## config.mk

```make
export PLATFORM = sky130hd
export DESIGN_NAME = viterbi_acs4
export DESIGN_NICKNAME = d
export VERILOG_FILES = /design/src/rtl/viterbi_acs4.sv
export SDC_FILE = /design/constraint.sdc
export NUM_CORES = 1
export LEC_CHECK = 0
export CAP_MARGIN = 10
export CORE_UTILIZATION = 45
export DETAILED_ROUTE_END_ITERATION = 10
export PLACE_DENSITY = 0.63
export SETUP_SLACK_MARGIN = 0.02
export SKIP_LAST_GASP = 1
export SLEW_MARGIN = 20
export SYNTH_ARGS = -nofsm -noshare
export SYNTH_HDL_FRONTEND = slang
export SYNTH_SLANG_ARGS = --single-unit
```

## constraint.sdc

```tcl
create_clock -name clk -period 7.4 [get_ports clk]
set_input_delay 2.22 -clock clk [delete_from_list [all_inputs] [get_ports clk]]
set_output_delay 2.22 -clock clk [all_outputs]
set_load 0.02 [all_outputs]
```

## src/rtl/viterbi_acs4.sv

```systemverilog
// Add-compare-select and path-metric stage for a rate-1/2, K=3 (g0=111, g1=101) Viterbi decoder.
// Four trellis states, registered survivor decisions, best state and metric normalisation.
module viterbi_acs4 #(
  parameter int unsigned PM_W     = 8,
  parameter int unsigned INIT_PEN = 16
) (
  input  logic            clk,
  input  logic            rst,
  input  logic            start,
  input  logic            in_valid,
  input  logic [1:0]      bm00,
  input  logic [1:0]      bm01,
  input  logic [1:0]      bm10,
  input  logic [1:0]      bm11,
  output logic            out_valid,
  output logic [3:0]      decision,
  output logic [1:0]      best_state,
  output logic [PM_W-1:0] best_pm,
  output logic            norm_event
);

  localparam int unsigned CW = PM_W + 1;
  localparam logic [PM_W-1:0] PEN = PM_W'(INIT_PEN);

  logic [PM_W-1:0] pm     [4];
  logic [PM_W-1:0] old_pm [4];
  logic [CW-1:0]   cand0  [4];
  logic [CW-1:0]   cand1  [4];
  logic [CW-1:0]   sel    [4];
  logic [PM_W-1:0] sat_pm [4];
  logic [PM_W-1:0] new_pm [4];
  logic [3:0]      dec_c;
  logic            all_msb_c;
  logic [1:0]      best_idx_c;
  logic [PM_W-1:0] best_val_c;

  // First symbol of a frame uses the initial metrics as the old path metrics
  always_comb begin
    old_pm[0] = pm[0];
    old_pm[1] = pm[1];
    old_pm[2] = pm[2];
    old_pm[3] = pm[3];
    if (start) begin
      old_pm[0] = '0;
      old_pm[1] = PEN;
      old_pm[2] = PEN;
      old_pm[3] = PEN;
    end
  end

  // Next state n=2u+a: even predecessor 2a, odd 2a+1; symbol c0=u^a^s0, c1=u^s0
  always_comb begin
    cand0[0] = CW'(old_pm[0]) + CW'(bm00);
    cand1[0] = CW'(old_pm[1]) + CW'(bm11);
    cand0[1] = CW'(old_pm[2]) + CW'(bm10);
    cand1[1] = CW'(old_pm[3]) + CW'(bm01);
    cand0[2] = CW'(old_pm[0]) + CW'(bm11);
    cand1[2] = CW'(old_pm[1]) + CW'(bm00);
    cand0[3] = CW'(old_pm[2]) + CW'(bm01);
    cand1[3] = CW'(old_pm[3]) + CW'(bm10);
  end

  // Compare-select with ties to the even predecessor, then saturate
  always_comb begin
    dec_c = '0;
    for (int i = 0; i < 4; i++) begin
      sel[i] = cand0[i];
      if (cand1[i] < cand0[i]) begin
        sel[i]   = cand1[i];
        dec_c[i] = 1'b1;
      end
      sat_pm[i] = sel[i][PM_W] ? '1 : sel[i][PM_W-1:0];
    end
  end

  // Normalise when every metric has crossed the half-range point
  always_comb begin
    all_msb_c = sat_pm[0][PM_W-1] & sat_pm[1][PM_W-1] & sat_pm[2][PM_W-1] & sat_pm[3][PM_W-1];
    for (int i = 0; i < 4; i++) begin
      new_pm[i] = sat_pm[i];
      if (all_msb_c) new_pm[i][PM_W-1] = 1'b0;
    end
  end

  // Minimum search; strict compare keeps the lowest index on ties
  always_comb begin
    best_idx_c = '0;
    best_val_c = new_pm[0];
    for (int i = 1; i < 4; i++) begin
      if (new_pm[i] < best_val_c) begin
        best_val_c = new_pm[i];
        best_idx_c = 2'(i);
      end
    end
  end

  always_ff @(posedge clk or negedge rst) begin
    if (!rst) begin
      pm[0]      <= '0;
      pm[1]      <= PEN;
      pm[2]      <= PEN;
      pm[3]      <= PEN;
      out_valid  <= 1'b0;
      decision   <= '0;
      best_state <= '0;
      best_pm    <= '0;
      norm_event <= 1'b0;
    end else begin
      out_valid  <= in_valid;
      norm_event <= in_valid & all_msb_c;
      if (in_valid) begin
        for (int i = 0; i < 4; i++) pm[i] <= new_pm[i];
        decision   <= dec_c;
        best_state <= best_idx_c;
        best_pm    <= best_val_c;
      end else if (start) begin
        pm[0] <= '0;
        pm[1] <= PEN;
        pm[2] <= PEN;
        pm[3] <= PEN;
      end
    end
  end

endmodule
```

==> Word level (Yosys, flattened, before mapping) <==
Cells that the tools add are included.
{ "op_classes": {"addsub": 8, "n_lt_le_gt_ge": 7, "n_mux": 24, "bitwise": 4} }
{ "ops": {"columns": ["cell", "n"], "rows": [
  ["adder 8 x 2 -> 9 bit", 8],
  ["2-to-1 mux 32 bit", 2],
  ["2-to-1 mux 8 bit", 7],
  ["< comparator 9 bit", 4],
  ["2-to-1 mux 9 bit", 4],
  ["< comparator 8 bit", 3],
  ["2-to-1 mux 1 bit", 9],
  ["bitwise AND 1 bit", 4],
  ["2-to-1 mux 2 bit", 2]
]} }
{ "totals": {"ff_bits": 48, "inputBits": 12, "wordCells": 52} }

==> Longest topological paths before layout <==
{ "logic_depth": {"ltp_word": 15, "ltp_mapped": 50} }

==> Worst setup path after synthesis <==
No wires, ideal clock.
{ "synth_path": {"path_kind": "in2reg", "from": "in start", "to": "reg best_pm[4]", "setup_time_ps": 121, "arrival_ps": 10246, "required_time_ps": 7279, "path_slack_ps": -2967, "path_stages": 44, "n_path_buf": 9, "path_cell_list": "buf_2 -> buf_2 -> clkbuf_1 -> buf_1 -> clkbuf_1 -> nor2b_1 -> ha_1 -> maj3_1 -> nand3_1 -> xor2_1 -> or2_2 -> ha_1 -> nand4_1 -> nor3_1 -> a31oi_1 -> nand2_1 -> clkbuf_1 -> nand3_1 -> [8 not listed] -> mux2_4 -> ha_1 -> a21oi_1 -> o21ai_0 -> o41a_1 -> buf_6 -> or2_1 -> o21ai_0 -> ha_1 -> a21o_1 -> a21oi_1 -> o21ai_0 -> nor2_1 -> o21a_1 -> a41o_1 -> clkbuf_1 -> a211oi_1 -> o22a_1"} }
{ "synth_between": {"elab_chain_len": 15, "elab_cells_between_ends": 34, "cone_classes": "add/sub: 8; order compare: 7; mux: 16; bitwise: 3"} }
{ "synth_rtl": {"columns": ["item", "line", "text"], "rows": [
  ["start, declared", "9", "input logic start,"],
  ["2-to-1 mux 32 bit *", null, null],
  ["adder 8 x 2 -> 9 bit, on equally long branches", null, null],
  ["< comparator 9 bit", "68", "if (cand1[i] < cand0[i]) begin"],
  ["2-to-1 mux 9 bit", "68", null],
  ["2-to-1 mux 8 bit", "72", "sat_pm[i] = sel[i][PM_W] ? '1 : sel[i][PM_W-1:0];"],
  ["bitwise AND 1 bit (3 in a row)", "78", "all_msb_c = sat_pm[0][PM_W-1] & sat_pm[1][PM_W-1] & sat_pm[2][PM_W-1] & sat_pm[3][PM_W-1];"],
  ["2-to-1 mux 1 bit", "81", "if (all_msb_c) new_pm[i][PM_W-1] = 1'b0;"],
  ["< comparator 8 bit", "90", "if (new_pm[i] < best_val_c) begin"],
  ["2-to-1 mux 8 bit", "90", null],
  ["< comparator 8 bit", "90", null],
  ["2-to-1 mux 8 bit", "90", null],
  ["< comparator 8 bit", "90", null],
  ["2-to-1 mux 8 bit *", "90", null],
  ["end signal, assigned", "115", "best_pm <= best_val_c;"],
  ["end, declared", "18", "output logic [PM_W-1:0] best_pm,"]
]} }
Mark *: on every way between the ends. The rest lies on a longest branch, timed or not.
A chain may end at the register's enable or synchronous reset.

==> Worst setup path after layout <==
{ "layout_path": {"from": "in bm10[0]", "to": "reg best_pm[6]"} }
{ "layout_between": {"elab_chain_len": 14, "elab_cells_between_ends": 21, "cone_classes": "add/sub: 2; order compare: 5; mux: 11; bitwise: 3"} }
{ "layout_rtl": {"columns": ["item", "line", "text"], "rows": [
  ["start, declared", "13", "input logic [1:0] bm10,"],
  ["adder 8 x 2 -> 9 bit", "55", "cand0[1] = CW'(old_pm[2]) + CW'(bm10);"],
  ["< comparator 9 bit", "68", null],
  ["2-to-1 mux 9 bit", "68", null],
  ["2-to-1 mux 8 bit", "72", null],
  ["bitwise AND 1 bit (3 in a row)", "78", null],
  ["2-to-1 mux 1 bit", "81", null],
  ["< comparator 8 bit", "90", null],
  ["2-to-1 mux 8 bit", "90", null],
  ["< comparator 8 bit", "90", null],
  ["2-to-1 mux 8 bit", "90", null],
  ["< comparator 8 bit", "90", null],
  ["2-to-1 mux 8 bit *", "90", null]
]} }
Marked as above.

==> metrics.cfg <==
[global_routing]
wire_length_of_the_first_global_routing_pass_um = 33370
grt_total_ovfl = 0
grt_max_degree = 61
globalRouteTotalUtil = 0.3347
number_of_antenna_violations_at_the_first_check_in_global_routing = 0
first_global_vias = 6469

[critical_path]
cp_common_cell = sky130_fd_sc_hd__buf_6
worst_ep_arrival_time_ns = 9.47
worst_path_max_delay_cell = sky130_fd_sc_hd__o41a_1
worst_ep_required_time_ns = 7.63
cp-start-kind = input pin
worst-setup-path-type = in -> reg
timing.critical_path.to_type = flop
critical_path.max_stage_delay_ns = 0.53
worst_path_maximum_fanout = 8

[synth]
synth_area_per_cell_sq_um = 7.907
synth_ff_type = sky130_fd_sc_hd__dfrtp_1
synthesized_nets = 783
yosys_register_bits = 48
synth.yosys.warnings = 0
synth.cell_area_sq_um = 5543
synth_async_sr_flop_share = 1.000
yosysUniqueCellTypes = 72
synth.yosys.seq_area_share = 0.2174
synth_edf_count = 0
syn-instance-count = 701

[sta]
final_period_minus_worst_setup_slack_ns = 9.238
worst_slew_pin_slew_ns = 1.025
slew-limit-headroom = 0.3157
setup_repair_after_global_routing_missed_its_margin = yes
fin_crit_sh = 1.248
setup_viol_count_final = 10
clock.fmax_mhz = 108.2
final-hold-violation-count = 0
finalMaxSlewViolations = 0
final.setup_skew_ns = 0.003163
layout_setup_ws_ns = -1.838

[routing]
routed-wl-met3_um = 1767
met2RoutedLength_um = 10160
highest_layer = met4
firstDrtPassIters = 6
post_route_drc = 0
wire_per_inst_um = 20.14
drt.antenna.violating_nets = 0
detail_route.wirelength.met1_um = 9555
post_drt_via_cell_ratio = 5.870
wl_um = 22130
iteration_0_drc_count_of_the_detailed_router = 541
route.vias.total = 6451

[layout]
mostFrequentLayoutCell = sky130_fd_sc_hd__buf_4
layout_common_cells = sky130_fd_sc_hd__buf_4 (234), sky130_fd_sc_hd__nand2_1 (72), sky130_fd_sc_hd__nor2_1 (63)
layout-drive-gt1-share = 0.4265
design.final.nets = 1033
fill_cell_total_of_the_finished_layout = 926
design_area_sq_um = 8776
finalNonFillerCells = 1099
area_delta_synth_final_pct = 58.33
antenna-diode-count = 0

[clocking]
cts-root-buf = sky130_fd_sc_hd__clkbuf_16
cts_max_level = 2
clk-insertion-delay-late_ns = 0.29
numCtsBuffers = 5
numClockSinks = 48
hold_buffers = 0
maximum_clock_insertion_buffer_count = 2
cts_tree = built
clk_pin_slew_ns = 0.07

[placed_design]
placedCellCount = 1050
dp_hpwl_um = 15560
port-buffer-count = 27
detailed_place.area_sq_um = 7621
gp_congestion = 0.9500

[floorplanning]
die_width_um = 113.0
design.die.area_sq_um = 12770
die-height_um = 113.0
ios = 28
core_sq_um = 12010
placementRows = 40
start_util = 0.4615

[worst_hold_path]
hold_path_class = reg -> reg

[run_status]
violated_checks = negative setup slack
status = complete, but fails checks

[flow_run]
maxCapViolations = 0

layer usage:
layer  track usage  vias to the layer above
met5             0                        -
met4        0.1140                        0
met3       0.05945                       46
met2        0.5243                      269
met1        0.4656                     3108
li1              -                     3028
cell usage after synthesis, drive strengths merged (3+ instances only):
| cell | instances | area, sq um |
|---|---|---|
| and3 | 5 | 31.28 |
| nor2 | 73 | 276.5 |
| maj3 | 7 | 70.07 |
| nor3 | 17 | 85.08 |
| or2 | 6 | 37.54 |
| and2 | 7 | 43.79 |
| a211oi | 5 | 37.54 |
| o211ai | 5 | 42.54 |
| nor4 | 3 | 18.77 |
| nand4 | 15 | 123.9 |
| a211o | 8 | 70.07 |
| a31oi | 20 | 125.1 |
| o21ai | 45 | 225.2 |
| buf | 12 | 76.32 |
| ha | 70 | 875.8 |
| a21o | 11 | 82.58 |
| inv | 35 | 131.4 |
| or3 | 3 | 18.77 |
| o21a | 3 | 22.52 |
| o22ai | 6 | 37.54 |
| o22a | 5 | 43.79 |
| nand2 | 76 | 285.3 |
| clkbuf | 25 | 93.84 |
| nand3b | 3 | 35.03 |
| xnor2 | 19 | 166.4 |
| mux2i | 13 | 130.1 |
| a21oi | 44 | 227.7 |
| dfstp | 3 | 78.83 |
| mux2 | 9 | 108.9 |
| dfrtp | 45 | 1126 |
| xor2 | 22 | 192.7 |
| nand2b | 13 | 88.83 |
| nor2b | 14 | 87.58 |
| nand3 | 16 | 80.08 |
flip-flops by register name, indices dropped and copies added, names as in the netlist:
name        flops
best_pm         8
best_state      2
decision        4
norm_event      1
out_valid       1
pm             32
worst max-delay path, delay by kind of cell:
kind | cells | cell delay, ns
fa+ha+maj | 6 | 1.74
buf+inv | 7 | 1.15
simple gates | 8 | 0.90
compound gates | 15 | 3.26
mux | 1 | 0.18
logic make-up (layout without fill, tap and decap cells):
group | Yosys count | after routing | synth area share
and+or+nand+nor | 263 | 264 | 0.2375
AOI/OAI and AO/OA | 178 | 180 | 0.2122
adders and majority gates | 77 | 77 | 0.1707
buffers and inverters | 72 | 320 | 0.05440
DFF | 48 | 48 | 0.2174
xor gates and xnor gates | 41 | 41 | 0.06478
muxes | 22 | 22 | 0.04312
repair_timing:
item                       in CTS  in global routing
setup endpoints to repair      10                 10
buffers inserted               20                 18
pin swaps                      49                 50
gates resized for setup        75                 66
cloned                          3                  0
through the flow:
step | util | setup slack [ns] | hold WS [ns] | setup TNS [ns]
after floorplan | - | -2.014 | 0.5245 | -19.23
after global placement | 0.6345 | -2.305 | 0.4712 | -22.19
after detailed placement | 0.6345 | -2.472 | 0.4769 | -23.70
after CTS | 0.6914 | -1.546 | 0.4958 | -14.38
after global routing | 0.7306 | -2.152 | 0.5308 | -20.95
final | 0.7306 | -1.838 | 0.4868 | -17.48
path summary, 6_finish.rpt:
check                            start          end  slack (ns)  cells past startpoint
setup / recovery               bm10[0]   best_pm[6]       -1.84                     37
hold / removal             decision[2]  decision[2]        0.49                      2
setup reg to reg                 pm[9]   best_pm[6]       -0.14                     37
hold reg to reg            decision[2]  decision[2]        0.49                      2
max in group asynchronous          rst   best_pm[0]        4.90                      2
min in group asynchronous          rst  decision[0]        2.04                      2
area by class of cell:
type / count / area [sq um] / area share
Inverter: 35 / 131.4 / 0.01497
Multi-Input combinational cell: 584 / 4892 / 0.5575
Sequential cell: 48 / 1205 / 0.1373
Clock inverter: 2 / 10.01 / 0.001141
Clock buffer: 6 / 138.9 / 0.01583
Timing Repair Buffer: 277 / 2215 / 0.2524
Tap cell: 147 / 183.9 / 0.02096
Power is left out: the tool's default activity adds up to more than one toggle a clock period on the data nets, which glitch-free logic cannot reach.
